==> config.mk <==
export PLATFORM = sky130hd
export DESIGN_NAME = julia_master_ctrl
export DESIGN_NICKNAME = d
export VERILOG_FILES = /design/src/rtl/julia_pkg.sv /design/src/rtl/julia_prio_enc.sv /design/src/rtl/julia_master_ctrl.sv
export SDC_FILE = /design/constraint.sdc
export NUM_CORES = 1
export LEC_CHECK = 0
export CAP_MARGIN = 20
export CELL_PAD_IN_SITES_DETAIL_PLACEMENT = 1
export CELL_PAD_IN_SITES_GLOBAL_PLACEMENT = 1
export CORE_MARGIN = 10
export CORE_UTILIZATION = 42
export DETAILED_ROUTE_END_ITERATION = 8
export DONT_BUFFER_PORTS = 1
export GPL_TIMING_DRIVEN = 0
export MAX_ROUTING_LAYER = met4
export PLACE_DENSITY = 0.81
export REMOVE_ABC_BUFFERS = 1
export SLEW_MARGIN = 20
export SYNTH_ARGS = -nofsm -noshare
export SYNTH_HDL_FRONTEND = slang
export SYNTH_SLANG_ARGS = --single-unit
==> constraint.sdc <==
create_clock -name clk -period 1.9 [get_ports clk]
set_input_delay 0.19 -clock clk [delete_from_list [all_inputs] [get_ports clk]]
set_output_delay 0.19 -clock clk [all_outputs]
set_load 0.01 [all_outputs]
==> src/rtl/julia_pkg.sv <==
// Shared constants and state encoding for the Julia frame dispatcher.
package julia_pkg;

  localparam int H_RES_DEF  = 640;
  localparam int V_RES_DEF  = 480;
  localparam int PIXEL_BITS = 8;
  localparam int COORD_BITS = 10;

  typedef enum logic [1:0] {
    IDLE     = 2'd0,
    DISPATCH = 2'd1,
    DRAIN    = 2'd2,
    DONE     = 2'd3
  } mc_state_t;

endpackage

==> src/rtl/julia_prio_enc.sv <==
// Lowest-index-wins priority encoder: one-hot grant plus a valid flag.
module julia_prio_enc #(
  parameter int N = 4
) (
  input  logic [N-1:0] req_i,
  output logic [N-1:0] gnt_o,
  output logic         valid_o
);

  // Two's-complement trick isolates the lowest set bit.
  assign gnt_o   = req_i & (~req_i + N'(1));
  assign valid_o = |req_i;

endmodule

==> src/rtl/julia_master_ctrl.sv <==
// Julia frame dispatcher/collector: raster-scans coordinates out to a worker bank
// and writes returned pixels to the frame buffer. JULIA_MC_PERF_EN adds perf counters.
//
// state    | meaning
// IDLE     | waiting for frame_start
// DISPATCH | issuing coordinates to idle workers, collecting results
// DRAIN    | all pixels issued, collecting remaining results
// DONE     | last pixel written, frame_done high for one cycle
module julia_master_ctrl
  import julia_pkg::*;
#(
  parameter int NUM_WORKERS = 4,
  parameter int H_RES       = H_RES_DEF,
  parameter int V_RES       = V_RES_DEF,
  parameter int WIDTH       = 22,
  parameter int ADDR_BITS   = 19
) (
  input  logic                          clk,
  input  logic                          rst,
  input  logic                          frame_start,
  input  logic [WIDTH-1:0]              c_real_in,
  input  logic [WIDTH-1:0]              c_imag_in,
  output logic                          busy,
  output logic                          frame_done,
  output logic [WIDTH-1:0]              c_real_out,
  output logic [WIDTH-1:0]              c_imag_out,
  input  logic [NUM_WORKERS-1:0]        JW_ready,
  output logic [NUM_WORKERS-1:0]        JW_start,
  output logic [COORD_BITS-1:0]         x,
  output logic [COORD_BITS-1:0]         y,
  input  logic [NUM_WORKERS-1:0]        JW_done,
  input  logic [8*NUM_WORKERS-1:0]      pixel,
  output logic [NUM_WORKERS-1:0]        MC_busy,
  input  logic                          fb_stall,
  output logic                          fb_we,
  output logic [ADDR_BITS-1:0]          fb_addr,
  output logic [PIXEL_BITS-1:0]         fb_data,
  output logic [31:0]                   perf_cycles,
  output logic [31:0]                   perf_stalls
);

  localparam logic [COORD_BITS-1:0] X_LAST = COORD_BITS'(H_RES - 1);
  localparam logic [COORD_BITS-1:0] Y_LAST = COORD_BITS'(V_RES - 1);

  mc_state_t                state_q, state_d;
  logic                     busy_q, busy_d;
  logic                     frame_done_q, frame_done_d;
  logic [WIDTH-1:0]         c_real_q, c_real_d;
  logic [WIDTH-1:0]         c_imag_q, c_imag_d;
  logic [NUM_WORKERS-1:0]   jw_start_q, jw_start_d;
  logic [NUM_WORKERS-1:0]   mc_busy_q, mc_busy_d;
  logic [NUM_WORKERS-1:0]   issued_q, issued_d;
  logic [COORD_BITS-1:0]    x_q, x_d, y_q, y_d;
  logic [COORD_BITS-1:0]    xcnt_q, xcnt_d, ycnt_q, ycnt_d;
  logic [ADDR_BITS-1:0]     addr_q, addr_d;
  logic                     fb_we_q, fb_we_d;
  logic [ADDR_BITS-1:0]     fb_addr_q, fb_addr_d;
  logic [PIXEL_BITS-1:0]    fb_data_q, fb_data_d;
  logic [ADDR_BITS-1:0]     tag_q [NUM_WORKERS];
  logic [ADDR_BITS-1:0]     tag_d [NUM_WORKERS];

  logic [NUM_WORKERS-1:0]   disp_req, disp_gnt, coll_req, coll_gnt;
  logic                     disp_valid, coll_valid;
  logic                     coll_active, do_disp, do_coll;
  logic [ADDR_BITS-1:0]     coll_tag;
  logic [PIXEL_BITS-1:0]    coll_pix;

  // A worker whose ack is on MC_busy this cycle is excluded from dispatch.
  assign disp_req = JW_ready & ~issued_q & mc_busy_q;
  assign coll_req = JW_done & issued_q;

  julia_prio_enc #(.N(NUM_WORKERS)) u_disp_enc (
    .req_i   (disp_req),
    .gnt_o   (disp_gnt),
    .valid_o (disp_valid)
  );

  julia_prio_enc #(.N(NUM_WORKERS)) u_coll_enc (
    .req_i   (coll_req),
    .gnt_o   (coll_gnt),
    .valid_o (coll_valid)
  );

  assign coll_active = (state_q == DISPATCH) || (state_q == DRAIN);
  assign do_disp     = (state_q == DISPATCH) && disp_valid;
  assign do_coll     = coll_active && coll_valid && !fb_stall;

  always_comb begin
    coll_tag = '0;
    coll_pix = '0;
    for (int i = 0; i < NUM_WORKERS; i++) begin
      coll_tag = coll_tag | (tag_q[i] & {ADDR_BITS{coll_gnt[i]}});
      coll_pix = coll_pix | (pixel[8*i +: 8] & {PIXEL_BITS{coll_gnt[i]}});
    end
  end

  always_comb begin
    state_d      = state_q;
    c_real_d     = c_real_q;
    c_imag_d     = c_imag_q;
    jw_start_d   = '0;
    mc_busy_d    = '1;
    issued_d     = issued_q;
    x_d          = x_q;
    y_d          = y_q;
    xcnt_d       = xcnt_q;
    ycnt_d       = ycnt_q;
    addr_d       = addr_q;
    fb_we_d      = 1'b0;
    fb_addr_d    = fb_addr_q;
    fb_data_d    = fb_data_q;
    frame_done_d = 1'b0;
    tag_d        = tag_q;

    unique case (state_q)
      IDLE: begin
        if (frame_start) begin
          state_d  = DISPATCH;
          c_real_d = c_real_in;
          c_imag_d = c_imag_in;
          xcnt_d   = '0;
          ycnt_d   = '0;
          addr_d   = '0;
        end
      end
      DISPATCH: begin
        if (do_disp) begin
          jw_start_d = disp_gnt;
          x_d        = xcnt_q;
          y_d        = ycnt_q;
          issued_d   = issued_q | disp_gnt;
          for (int i = 0; i < NUM_WORKERS; i++) begin
            if (disp_gnt[i]) tag_d[i] = addr_q;
          end
          addr_d = addr_q + 1'b1;
          if (xcnt_q == X_LAST) begin
            xcnt_d = '0;
            if (ycnt_q == Y_LAST) state_d = DRAIN;
            else                  ycnt_d  = ycnt_q + 1'b1;
          end else begin
            xcnt_d = xcnt_q + 1'b1;
          end
        end
      end
      DRAIN: begin
        if (issued_q == '0) begin
          state_d      = DONE;
          frame_done_d = 1'b1;
        end
      end
      DONE: state_d = IDLE;
      default: state_d = IDLE;
    endcase

    // Collect works on a different worker than dispatch, so the issued bits never collide.
    if (do_coll) begin
      mc_busy_d = ~coll_gnt;
      fb_we_d   = 1'b1;
      fb_addr_d = coll_tag;
      fb_data_d = coll_pix;
      issued_d  = issued_d & ~coll_gnt;
    end

    busy_d = (state_d != IDLE);
  end

  always_ff @(posedge clk) begin
    if (rst) begin
      state_q      <= IDLE;
      busy_q       <= 1'b0;
      frame_done_q <= 1'b0;
      c_real_q     <= '0;
      c_imag_q     <= '0;
      jw_start_q   <= '0;
      mc_busy_q    <= '1;
      issued_q     <= '0;
      x_q          <= '0;
      y_q          <= '0;
      xcnt_q       <= '0;
      ycnt_q       <= '0;
      addr_q       <= '0;
      fb_we_q      <= 1'b0;
      fb_addr_q    <= '0;
      fb_data_q    <= '0;
      tag_q        <= '{default: '0};
    end else begin
      state_q      <= state_d;
      busy_q       <= busy_d;
      frame_done_q <= frame_done_d;
      c_real_q     <= c_real_d;
      c_imag_q     <= c_imag_d;
      jw_start_q   <= jw_start_d;
      mc_busy_q    <= mc_busy_d;
      issued_q     <= issued_d;
      x_q          <= x_d;
      y_q          <= y_d;
      xcnt_q       <= xcnt_d;
      ycnt_q       <= ycnt_d;
      addr_q       <= addr_d;
      fb_we_q      <= fb_we_d;
      fb_addr_q    <= fb_addr_d;
      fb_data_q    <= fb_data_d;
      tag_q        <= tag_d;
    end
  end

  assign busy       = busy_q;
  assign frame_done = frame_done_q;
  assign c_real_out = c_real_q;
  assign c_imag_out = c_imag_q;
  assign JW_start   = jw_start_q;
  assign MC_busy    = mc_busy_q;
  assign x          = x_q;
  assign y          = y_q;
  assign fb_we      = fb_we_q;
  assign fb_addr    = fb_addr_q;
  assign fb_data    = fb_data_q;

`ifdef JULIA_MC_PERF_EN
  logic [31:0] perf_cycles_q, perf_stalls_q;

  always_ff @(posedge clk) begin
    if (rst) begin
      perf_cycles_q <= '0;
      perf_stalls_q <= '0;
    end else if (state_q == IDLE && frame_start) begin
      perf_cycles_q <= '0;
      perf_stalls_q <= '0;
    end else begin
      if (busy_q) perf_cycles_q <= perf_cycles_q + 1'b1;
      if (coll_active && coll_valid && fb_stall) perf_stalls_q <= perf_stalls_q + 1'b1;
    end
  end

  assign perf_cycles = perf_cycles_q;
  assign perf_stalls = perf_stalls_q;
`else
  assign perf_cycles = '0;
  assign perf_stalls = '0;
`endif

endmodule

== Word level (Yosys, flattened, before mapping) ==
Cells that the tools add are included.
Operators by class
  muxes and demuxes: 22
  bitwise logic cells: 29
  equality and inequality tests: 9
  add/sub/neg operators: 5
  reduce and logical (&&, ||, !) cells: 22
Operator list (count)
  19-bit bitwise AND: 4
  10-bit two-way mux: 6
  19-bit bitwise OR: 3
  10-bit case mux with 2 select lines: 2
  19-bit two-way mux: 2
  19-bit case mux with 2 select lines: 1
  8-bit bitwise AND: 4
  4-bit bitwise AND: 6
  8-bit bitwise OR: 3
  10-bit by 1-bit adder with 10-bit output (second input constant): 2
  19-bit by 1-bit adder with 19-bit output (second input constant): 1
  4-bit inverter: 4
  3-bit AND reduction: 5
  4-bit two-way mux: 3
  10-bit equality test (second input constant): 1
  10-bit by 9-bit equality test with 1-bit output (second input constant): 1
  2-bit two-way mux: 5
  4-bit by 1-bit adder with 4-bit output (second input constant): 2
  2-bit case mux with 4 select lines: 1
  4-bit OR reduction: 2
  2-bit != test (second input constant): 3
  5-bit AND reduction: 1
  2-bit equality test (second input constant): 2
  4-bit logical NOT: 1
  other kinds (13): 22
Storage, ports and cells
  word-level logic and storage cells: 107
  input bits: 88
  register bits: 223
  output and inout port bits: 166

== Logic depth before layout (Yosys ltp) ==
  word-level depth: 11
  gate-level depth with buffers: 9
  mapped depth without buffers: 7

== Hierarchy ==
A second synthesis with hierarchy kept.
Second synthesis, totals
  cell total of the unflattened synthesis: 1171
  area, all modules: 9349.0 µm²
Modules (own cells, without submodules)
  julia_master_ctrl: area each 9268.9 µm², sequential area each 4464.3 µm², instances 1, cells each 1161
  julia_prio_enc: area each 40.0 µm², sequential area each 0.0 µm², instances 2, cells each 5

== Worst setup path before layout ==
OpenSTA, ideal clock, no wires.
  path kind: register to register
  from: reg state_q[1]
  to: reg ycnt_q[7]
  stages on the path, launching flop included: 9
  path slack: -0.081 ns
  data required time: 1.829 ns
  period minus slack after synthesis: 1.981 ns
  arrival time: 1.910 ns
  buffers on the path: 2
  library setup time: 0.071 ns
  path through: dfxtp_1 > inv_1 > ha_1 > buf_2 > and3_4 > a211o_1 > buf_2 > or4_1 > a21oi_1
On the way
  cells in the longest elaborated chain, start to end: 4
  elaborated cells between the ends (all ways): 10
  those cells by class: eq/ne: 5; mux: 1; reduce/logical: 4
RTL lines
  start: declaration: line julia_master_ctrl.sv:45  | mc_state_t state_q, state_d;
  start signal: assignment: line julia_master_ctrl.sv:187  | state_q <= state_d;
  2-bit by 1-bit equality test with 1-bit output: line julia_master_ctrl.sv:85, julia_master_ctrl.sv:115
  1-bit logical AND: line julia_master_ctrl.sv:85  | assign do_disp = (state_q == DISPATCH) && disp_valid;
  2-bit != test (no line)
  5-bit AND reduction (no line)
  end signal: assignment: line julia_master_ctrl.sv:198  | ycnt_q <= ycnt_d;
  end: declaration: line julia_master_ctrl.sv:54  | logic [COORD_BITS-1:0] xcnt_q, xcnt_d, ycnt_q, ycnt_d;
Parallel ways exist; a longest one is shown, timed or not.
A chain may end at the register's enable or synchronous reset.

== Worst setup path after layout ==
  from: reg state_q[1]
  to: reg addr_q[16]
On the way
  cells in the longest elaborated chain, start to end: 4
  elaborated cells between the ends (all ways): 8
  those cells by class: eq/ne: 3; mux: 1; reduce/logical: 4
RTL lines
  2-bit by 1-bit equality test with 1-bit output: line julia_master_ctrl.sv:85, julia_master_ctrl.sv:115
  1-bit logical AND: line julia_master_ctrl.sv:85
  2-bit != test (no line)
  3-bit AND reduction (no line)
  end signal: assignment: line julia_master_ctrl.sv:199  | addr_q <= addr_d;
  end: declaration: line julia_master_ctrl.sv:55  | logic [ADDR_BITS-1:0] addr_q, addr_d;
Parallel ways exist; a longest one is shown, timed or not.

==> results by group <==
Power and ir drop
  – Peak supply drop: 608 uV
  – Leakage: 0.00421 uW
  – Power Total: 12800 uW
  – PD cells: 1100 mW/mm^2

Place
  – DP HPWL: 19500 microns
  – Pre-CTS setup slack: -1170 ps
  – Area post-placement: 0.00937 sq mm
  – Routability Congestion: 0.779
  – Buffers on Ports: 0

Setup path
  – Crit Reg-Reg Endpoint: addr_q[16]
  – Slowest cell on crit path: or3_1
  – Critical Path Fanout Max: 6
  – Crit Path Class: flop to flop
  – Worst path arrival time: 2440 ps
  – R2r worst-path depth: 8
  – CP endpoint kind: flop
  – Critical Path Source Type: flop
  – Worst r2r src: state_q[1]
  – Register-to-Register Setup Slack: -130 ps
  – Slowest cell delay on critical path: 400 ps
  – Worst Path Required: 2310 ps
  – Crit-path cells: inv_4 -> ha_4 -> buf_8 -> mux2_4 -> buf_6 -> o2111ai_1 -> or3_1 -> a21oi_1

Min path
  – Hold path depth: 1
  – Hold path start: rst
  – Endpoint of the worst hold path: JW_start[0]
  – Hold Path Class: primary input to flop

Timing
  – Hold slack final: -205 ps
  – Worst-margin pin slew: 739 ps
  – Setup ws final: -131 ps
  – Worst rel slew slack: 50.7%
  – Layout Skew: 23.8 ps
  – Setup TNS: -898 ps
  – Final min period: 2030 ps
  – Final period utilization: 107%
  – Final Hold Viols: 140
  – Setup violators final: 20
  – Fin. max-slew vios: 0
  – RSZ-0062 raised after global routing: yes
  – Fmax: 492 MHz

Status
  – Status: complete, but fails checks
  – Failing checks: hold timing, setup timing

Global routing
  – Total gr overflow: 0
  – GR Util All Layers: 22.6%
  – Vias in the first global route: 8771
  – Initial antenna violation count: 3
  – First-pass GRT wire length: 50900 microns
  – Largest net degree at the start of global routing: 168

Logic synthesis
  – Ys flop type: dfxtp_1
  – Synth Instances: 1126
  – Ys async rst share: 0%
  – Post-synth EDFFs: 0
  – Sequential area share after synthesis: 47.4%
  – Synth cell types: 58
  – Syn_area_per_cell: 8.37 sq um
  – Syn. warnings: 0
  – Netlist Area Pre-Place: 0.00943 sq mm
  – Flop and latch count out of synthesis: 223

Die
  – Die ar.: 0.0288 sq mm
  – Initial Utilization: 42.9%
  – Die height: 170 microns
  – Row count: 54
  – Ports: 254
  – Die X: 170 microns
  – Core area: 0.0220 sq mm

Finish
  – Commonest non-fill, non-tap cell in the layout: nand2_1
  – Most frequent cells in the layout: nand2_1, dfxtp_1, a21oi_1
  – Post-route cell area: 0.0117 sq mm
  – Nets: 1282
  – Fill cells: 2515
  – Synthesis-to-layout area growth: 23.6%
  – Share of cells above drive strength 1: 16.1%

CTS
  – Clock Tree Root: clkbuf_16
  – TritonCTS Buffers: 23
  – Clock Path Buffers: 3
  – Clock transition at the registers of the reported paths: 60 ps
  – Clock tree sinks: 223
  – H-tree depth: 1
  – CTS tree: yes
  – Clock Latency Late Sink: 520 ps

Run
  – Total of max-cap violations: 0

Route
  – Routed WL: 37900 microns
  – Antenna-violating nets left: 0
  – Vias/cell: 6.02
  – Total number of vias: 8957
  – # DRC: 0
  – DR pass1 iterations: 8
  – Avg WL per Cell: 25.5 microns
  – DRT iter0 DRCs: 959
## metal layers
layer	share of wire, %	vias to the layer above	global-route usage, %
li1	-	3949	-
met5	0	-	-
met1	37	4373	24.7
met3	11	119	7.17
met2	49	516	38.1
met4	3.8	0	7.90
## repair_timing
| action | in CTS | in global routing |
|---|---|---|
| setup buffers | 35 | 23 |
| hold endpoints to repair | 171 | 161 |
| endpoints found under the setup margin | 178 | 109 |
| pin swaps | 19 | 23 |
| hold buffers | 47 | 3 |
| cloned | 6 | 3 |
| resized for setup | 66 | 49 |
## stage by stage
stage               std cells  util, %
floorplan                1037        -
global placement         1317     41.8
detailed placement       1325     42.7
CTS                      1454     50.8
global route             1486     53.1
finish                   1488     53.1
## registers in the layout, summed over array words and instances (netlist names), 19 cells and up
name	flops
tag_q	76
c_imag_out	22
c_real_out	22
addr_q	19
fb_addr	19
## logic make-up (layout without fill, tap and decap cells)
group | Yosys count | after routing | share of synthesized area, %
AO/OA/AOI/OAI | 275 | 280 | 17.6
XOR/XNOR | 6 | 6 | 0.557
adder cells (fa/ha/maj) | 7 | 7 | 0.929
buffers and inverters | 160 | 165 | 9.16
flip-flops | 223 | 223 | 47.4
multiplexers | 40 | 40 | 4.26
other | 1 | 69 | 0.0398
AND/OR/NAND/NOR | 414 | 418 | 20.1
## final cells by class
| cell class | count | area (sq um) | share of cell area [%] |
|---|---|---|---|
| well taps | 280 | 350 | 3.01 |
| multi-input cells | 815 | 4870 | 41.8 |
| inverters | 8 | 40.0 | 0.344 |
| clock buffers | 36 | 714 | 6.13 |
| flip-flops and latches | 223 | 4490 | 38.6 |
| clock inverters | 5 | 25.0 | 0.215 |
| diodes | 5 | 12.5 | 0.107 |
| repair buffers | 116 | 1150 | 9.83 |
## critical path, delay by kind of cell, from the launching register on
| family | cells | cell delay [ps] |
|---|---|---|
| AOI/OAI and AO/OA | 2 | 410 |
| adders and majority gates | 1 | 200 |
| buffers and inverters | 3 | 360 |
| DFF | 1 | 360 |
| muxes | 1 | 190 |
| and+or+nand+nor | 1 | 400 |
## Yosys cell counts (4+ instances only)
master       n  area share [%]
a211oi_1     4            0.32
a21oi_1    134             7.1
a222oi_1    27             2.9
a31oi_1     30             2.0
and2_1       8            0.53
and3_1       7            0.46
buf_2       15            0.80
buf_4       64             5.1
clkbuf_1    67             2.7
dfxtp_1    223              47
ha_1         7            0.93
inv_1        7            0.28
mux2i_1     39             4.1
nand2_1    237             9.4
nand2b_1     5            0.33
nand3_1     34             1.8
nand3b_4     4            0.85
nand4_1      5            0.33
nor2_1      62             2.5
nor3_1       5            0.27
nor4_1       6            0.40
o2111ai_1    5            0.46
o211ai_1     5            0.40
o21ai_0     48             2.5
o31ai_1      5            0.40
or3_1       19             1.3
or4_1        6            0.48
xor2_1       5            0.46
## worst max path at each step
stage / from / cells past startpoint / slack, ps / to
floorplan: state_q[1] / 6 / -1690 / tag_q[0]
global placement: state_q[1] / 6 / -3330 / tag_q[13]
detailed placement: state_q[1] / 7 / -1170 / xcnt_q[3]
CTS: state_q[1] / 8 / -7 / ycnt_q[8]
global route: state_q[1] / 8 / -170 / xcnt_q[3]
finish: state_q[1] / 8 / -130 / addr_q[16]
## power by group
| group | switching, uW | internal (uW) | total, uW |
|---|---|---|---|
| sequential | 306 | 4900 | 5210 |
| clock | 1950 | 2570 | 4520 |
| combinational | 1880 | 1170 | 3050 |
(Power assumes the default switching activity.)
